File: config.mk
export PLATFORM = sky130hd
export DESIGN_NAME = seq_divider
export DESIGN_NICKNAME = d
export VERILOG_FILES = /design/src/rtl/seq_divider.sv
export SDC_FILE = /design/constraint.sdc
export NUM_CORES = 1
export LEC_CHECK = 0
export CORE_MARGIN = 10
export CORE_UTILIZATION = 57
export DETAILED_ROUTE_END_ITERATION = 12
export GPL_TIMING_DRIVEN = 0
export PLACE_DENSITY = 0.95
export SKIP_CTS_REPAIR_TIMING = 1
export SLEW_MARGIN = 10
export SYNTH_ARGS = -nofsm -noshare
export SYNTH_HDL_FRONTEND = slang
export SYNTH_SLANG_ARGS = --single-unit
File: constraint.sdc
create_clock -name clk -period 3.46 [get_ports clk]
set_clock_uncertainty 0.2 [all_clocks]
set_input_delay 0.346 -clock clk [delete_from_list [all_inputs] [get_ports clk]]
set_output_delay 0.346 -clock clk [all_outputs]
set_load 0.05 [all_outputs]
File: src/rtl/seq_divider.sv
// seq_divider: sequential unsigned restoring divider, one quotient bit per clock.
// Optional build macro DIV_ZERO_CHECK_EN sends a zero divisor straight to DONE and flags div_by_zero.
module seq_divider #(
    parameter int WIDTH = 8
) (
    input  logic             clk,
    input  logic             rst_n,
    input  logic             start,
    input  logic [WIDTH-1:0] dividend,
    input  logic [WIDTH-1:0] divisor,
    output logic             busy,
    output logic             done,
    output logic [WIDTH-1:0] quotient,
    output logic [WIDTH-1:0] remainder,
    output logic             div_by_zero
);

    localparam int CW = $clog2(WIDTH);

    typedef enum logic [1:0] {
        IDLE = 2'd0,
        RUN  = 2'd1,
        DONE = 2'd2
    } state_t;

    // Handshake: start is taken on a rising edge only while state is IDLE or DONE;
    // done is a one-cycle pulse with results valid, and results hold until the next done.
    state_t         state;
    state_t         state_next;
    logic           accept;
    logic           last;
    logic           start_to_done;

    // acc starts as the dividend and fills with quotient bits from the LSB as dividend bits leave the MSB.
    logic [WIDTH-1:0] acc;
    logic [WIDTH-1:0] dsr;
    logic [WIDTH-1:0] r;
    logic [CW-1:0]    cnt;

    logic [WIDTH:0]   r_shift;
    logic             ge;
    logic [WIDTH-1:0] r_next;
    logic [WIDTH-1:0] q_next;

    assign accept = start && (state != RUN);
    assign last   = (cnt == CW'(WIDTH - 1));

`ifdef DIV_ZERO_CHECK_EN
    assign start_to_done = (divisor == '0);
`else
    assign start_to_done = 1'b0;
`endif

    // The partial remainder is always below the divisor after an iteration, so WIDTH stored bits suffice.
    assign r_shift = {r, acc[WIDTH-1]};
    assign ge      = (r_shift >= {1'b0, dsr});
    assign r_next  = ge ? (r_shift[WIDTH-1:0] - dsr) : r_shift[WIDTH-1:0];
    assign q_next  = {acc[WIDTH-2:0], ge};

    always_ff @(posedge clk or negedge rst_n) begin
        if (!rst_n) begin
            state <= IDLE;
        end else begin
            state <= state_next;
        end
    end

    always_comb begin
        state_next = state;
        case (state)
            IDLE, DONE: begin
                if (accept) begin
                    state_next = start_to_done ? DONE : RUN;
                end else begin
                    state_next = IDLE;
                end
            end
            RUN: begin
                if (last) begin
                    state_next = DONE;
                end
            end
            default: state_next = IDLE;
        endcase
    end

    always_comb begin
        busy = (state == RUN);
        done = (state == DONE);
    end

    always_ff @(posedge clk or negedge rst_n) begin
        if (!rst_n) begin
            acc       <= '0;
            dsr       <= '0;
            r         <= '0;
            cnt       <= '0;
            quotient  <= '0;
            remainder <= '0;
        end else if (accept) begin
            acc <= dividend;
            dsr <= divisor;
            r   <= '0;
            cnt <= '0;
            if (start_to_done) begin
                quotient  <= '1;
                remainder <= dividend;
            end
        end else if (state == RUN) begin
            acc <= q_next;
            r   <= r_next;
            cnt <= cnt + CW'(1);
            if (last) begin
                quotient  <= q_next;
                remainder <= r_next;
            end
        end
    end

`ifdef DIV_ZERO_CHECK_EN
    logic dbz;

    always_ff @(posedge clk or negedge rst_n) begin
        if (!rst_n) begin
            dbz <= 1'b0;
        end else if (accept) begin
            dbz <= start_to_done;
        end
    end

    assign div_by_zero = dbz;
`else
    assign div_by_zero = 1'b0;
`endif

endmodule

== Word-level counts from Yosys, hierarchy flattened ==
Cells that the tools add are included.

* Order comparisons: 1
* Bitwise gates (word level): 1
* Add/sub/neg operators: 2
* Equality and inequality tests: 5
* Muxes and demuxes: 10
* Reduce and logical (&&, ||, !) cells: 5

{| class="wikitable"
|+ Operators with widths
! operator !! number
|-
| two-way mux 8 bit || 5
|-
| greater-or-equal comparator 9 x 8 -> 1 bit || 1
|-
| subtractor 8 bit || 1
|-
| two-way mux 3 bit || 2
|-
| != test 2 x 1 -> 1 bit, second input constant || 2
|-
| case mux 2 bit (2 select lines) || 1
|-
| adder 3 x 1 -> 3 bit, second input constant || 1
|-
| equality test 3 bit, second input constant || 1
|-
| AND reduction 3 bit || 1
|-
| equality test 2 x 1 -> 1 bit, second input constant || 1
|-
| equality test 2 bit, second input constant || 1
|-
| zero test 2 bit || 1
|-
| two-way mux 2 bit || 1
|-
| nonzero test 2 bit || 1
|-
| OR reduction 2 bit || 1
|-
| logical AND 1 bit || 1
|-
| two-way mux 1 bit || 1
|-
| NOT 1 bit || 1
|}

* Bits of input ports: 19
* Word-level logic and storage cells: 31
* Output and inout port bits: 19
* Bits in registers: 45

== Longest topological paths before layout ==
* Depth in word-level cells: 4
* Mapped depth: 9
* Mapped depth without buffers: 9

== Least setup slack after synthesis ==
No wires, ideal clock.

* Kind: register -> register
* Start point: register acc[7]
* End point: register r[6]
* Buffers on the path: 0
* Required time: 3124 ps
* Arrival: 1863 ps
* Library setup time: 136 ps
* Clock period less this slack: 2199 ps
* Cell stages (with the launch flop): 10
* Slack: 1261 ps
* Cells stage by stage: dfrtp_1 > inv_1 > ha_1 > inv_1 > fa_1 > nand4_1 > a31oi_1 > or3_2 > a31oi_1 > o21ai_0

* Longest elaborated chain between the ends: 4
* Elaborated cells between the ends (all ways): 5
* Those cells by class: add/sub (1); order compare (1); mux (3)

{| class="wikitable"
|+ Ends and longest elaborated chain
! item !! RTL line !! source
|-
| start, declared || 35 || <nowiki>logic [WIDTH-1:0] acc;</nowiki>
|-
| start signal, assigned || 101 || <nowiki>acc <= dividend;</nowiki>
|-
| start signal, assigned || 110 || <nowiki>acc <= q_next;</nowiki>
|-
| subtractor 8 bit / greater-or-equal comparator 9 x 8 -> 1 bit (equally long branches) || 57, 56 ||
|-
| two-way mux 8 bit * || 57 || <nowiki>assign r_next = ge ? (r_shift[WIDTH-1:0] - dsr) : r_shift[WIDTH-1:0];</nowiki>
|-
| two-way mux 8 bit * || 109 || <nowiki>end else if (state == RUN) begin</nowiki>
|-
| two-way mux 8 bit * || 100 || <nowiki>end else if (accept) begin</nowiki>
|-
| end signal, assigned || 111 || <nowiki>r <= r_next;</nowiki>
|-
| end, declared || 37 || <nowiki>logic [WIDTH-1:0] r;</nowiki>
|}

Mark *: on every way between the ends. The rest lies on a longest branch, timed or not. The select of a mux whose other input is x is not followed.
A chain may end at the register's enable or synchronous reset.

== Final worst setup path ==
* Start point: register state[1]
* End point: output port busy

* Longest elaborated chain between the ends: 1

{| class="wikitable"
|+ Ends and longest elaborated chain
! item !! RTL line !! source
|-
| start, declared || 28 || <nowiki>state_t state;</nowiki>
|-
| start signal, assigned || 64 || <nowiki>state <= state_next;</nowiki>
|-
| equality test 2 x 1 -> 1 bit || 88 || <nowiki>busy = (state == RUN);</nowiki>
|-
| end, declared || 11 || <nowiki>output logic busy,</nowiki>
|}

No other way between the ends.

==> results.md <==
* Synthesized Nets at 246
* Fillers at 239
* WP data arrival at roughly 2300 ps
* Crit Path Max Fanout at 10
* Async S/R FF share, synth at 1.00
* Synth Register Bits at between 40 and 50
* Max_slew headroom at 0.627
* Post-synth top area cell: dfrtp_1
* Type of origin of the critical path: register
* Die Footprint at around 6900 µm²
* Worst setup margin at roughly 600 ps
* DR iter-0 viols at slightly above 200
* Clock Pin Slew Worst Setup and Hold Paths at ~90 ps
* Post-synthesis to final-layout area growth at 23.2%
* Worst-Skew Late Latency at slightly above 300 ps
* Ys Warns at 0
* Vias per cell at between 5 and 6
* TNS Setup at 0 ps
* Cells after Synth at approximately 220
* Endpoints failing hold at 0
* Post-synth EDFFs at 0
* WL/cell at 16.8 µm
* Distinct cells, synth at 40
* Crit. End Element: output pin
* FF+latch area at between 1000 and 1500 µm²
* DR pass1 iterations at 4
* Worst hold stages at 2
* Max clock buf depth at 2
* Core ar. at about 3800 µm²
* GR Overflow Total at 0
* Starting Density at 0.606
* Die span in x at about 83 µm
* Xor and xnor area share after synthesis at 0.0115
* Post-synth top area share at 0.493
* Residual DRC at 0
* Nets at 290
* Post-synthesis adder-cell area fraction at 0.0635
* Reg2Reg Depth at 9
* Vias in the first global route at between 1500 and 2000
* Crit share post-route at 0.828
* Multi-input gate area at between 1000 and 1500 µm²
* Largest net degree at the start of global routing at 24
* Min Clock Period, post-route at approximately 2900 ps
* Final core utilization at 0.747
* Antenna violations before repair at 0
* RSZ-0062 raised after global routing: no
* Root Driver: clkbuf_8
* Largest family of logic cells by synthesized area: compound AO/OA/AOI/OAI gates
* TritonCTS Buffers at 5
* Clk sinks at between 40 and 50
* Simple-gate share of the synthesized area at 0.105
* Post-synthesis sequential area ratio at 0.493
* Synth area leaders: dfrtp_1 49%, mux2_2 7.4%, o21ai_0 6.3%
* Ant diodes at 0
* H-tree Lvls at 2
* CP Class: reg2out
* First-pass GRT wire length at 8.83 mm
* Detailed Place HPWL at 3.82 mm
* FP Rows at 22
* Final setup vio count at 0
* Worst Path Required at 2910 ps
* Mapped Avg Cell Area at 10.6 µm²
* Max-slew violations at 0
* Via Count at between 1500 and 2000
* Final WL at between 5 and 6 mm
* Main synth FF type: dfrtp_1
* Status: completed
* Slew @ Worst Pin at 559 ps
* # IOs at 38
* Place WS at about 1000 ps
* Mapped cell area at 2290 µm²
* Die height at between 80 and 90 µm
* Placer Congestion at between 0.8 and 0.9
* Max_cap viols at 0
* # port buffers at 35
* All-Layer GR Usage at 0.152
* Share of cells above drive strength 1 at 0.149
* Antenna viol nets, final at 0
* Post-synthesis compound-gate area fraction at 0.139
* Highest Clock Rate at between 300 and 400 MHz
* Mux share of post-synthesis cell area at 0.133
* Hold Path Class: reg2reg
* CTS tree: yes
[area by class of cell]
cell class / instances / area share
flip-flops and latches: 45 / 0.400
repair buffers: 37 / 0.136
multi-input cells: 144 / 0.368
clock buffers: 5 / 0.0244
well taps: 48 / 0.0213
clock inverters: 3 / 0.00622
inverters: 16 / 0.0213
plain buffers: 11 / 0.0222
[path summary, 6_finish.rpt]
| path | startpoint | end | slack [ps] |
|---|---|---|---|
| min reg2reg | remainder[0] | remainder[0] | 290 |
| min | remainder[0] | remainder[0] | 290 |
| min in group asynchronous | rst_n | quotient[5] | 360 |
| max reg2reg | acc[7] | r[6] | 930 |
| max in group asynchronous | rst_n | remainder[4] | 2200 |
| max | state[1] | busy | 600 |
[critical path, stage by stage (launching register included)]
cell and delay, ps:
dfrtp_1 380, nand2b_1 160, inv_1 140, clkbuf_1 420, clkdlybuf4s50_1 910
[state kept, by name, summed over array words and instances (netlist names)]
signal	count
remainder	8
state	2
cnt	3
dsr	8
quotient	8
acc	8
r	8
[cell usage after synthesis (all sizes together), types with 2 or more instances]
cell,count
dfrtp,45
o21ai,32
nand2,25
inv,16
mux2,16
mux2i,12
ha,10
nand3,10
a21oi,6
clkbuf,6
a31oi,5
buf,5
and3,3
nor2b,3
a211oi,2
a21o,2
or3,2
xnor2,2
[cell usage in the layout (no fill, tap or decap), types with 2 or more instances in the layout]
master / Yosys / routed
a211oi_1: 2 / 2
a21o_1: 2 / 2
a21oi_1: 3 / 3
a21oi_2: 3 / 3
a31oi_1: 5 / 5
and3_1: 2 / 2
buf_2: 2 / 3
buf_6: 2 / 2
clkbuf_1: 6 / 6
clkbuf_8: 0 / 5
clkdlybuf4s50_1: 0 / 34
clkinv_2: 0 / 2
dfrtp_1: 45 / 45
ha_1: 10 / 10
inv_1: 16 / 16
mux2_2: 15 / 15
mux2i_1: 12 / 12
nand2_1: 25 / 25
nand3_1: 10 / 10
nor2b_1: 3 / 3
o21ai_0: 29 / 29
o21ai_2: 2 / 2
xnor2_1: 2 / 2
[routing by layer]
metal,GRT usage,vias to the layer above,part of all wire
met5,0,-,0
met4,0.0692,0,0.025
met3,0.0469,12,0.066
met2,0.245,64,0.50
met1,0.180,890,0.41
li1,-,843,-
[kinds of logic (layout without fill, tap and decap cells)]
group / Yosys count / count (layout)
AO/OA/AOI/OAI: 52 / 52
buffers and inverters: 27 / 72
AND/OR/NAND/NOR: 49 / 49
flip-flops: 45 / 45
adder cells (fa/ha/maj): 11 / 11
XOR/XNOR: 3 / 3
other: 1 / 1
multiplexers: 28 / 28
[per-stage QoR]
stage | std cells | hold slack [ps] | area [µm²]
final | 309 | 290 | 2820
after global routing | 309 | 328 | 2820
after CTS | 308 | -168 | 2810
after detailed placement | 300 | 165 | 2720
after global placement | 299 | 260 | 2700
after floorplan | 216 | -150 | 2290
Power is not shown: default switching activity piles up to over one toggle a cycle in this logic, so the estimate is an artifact.
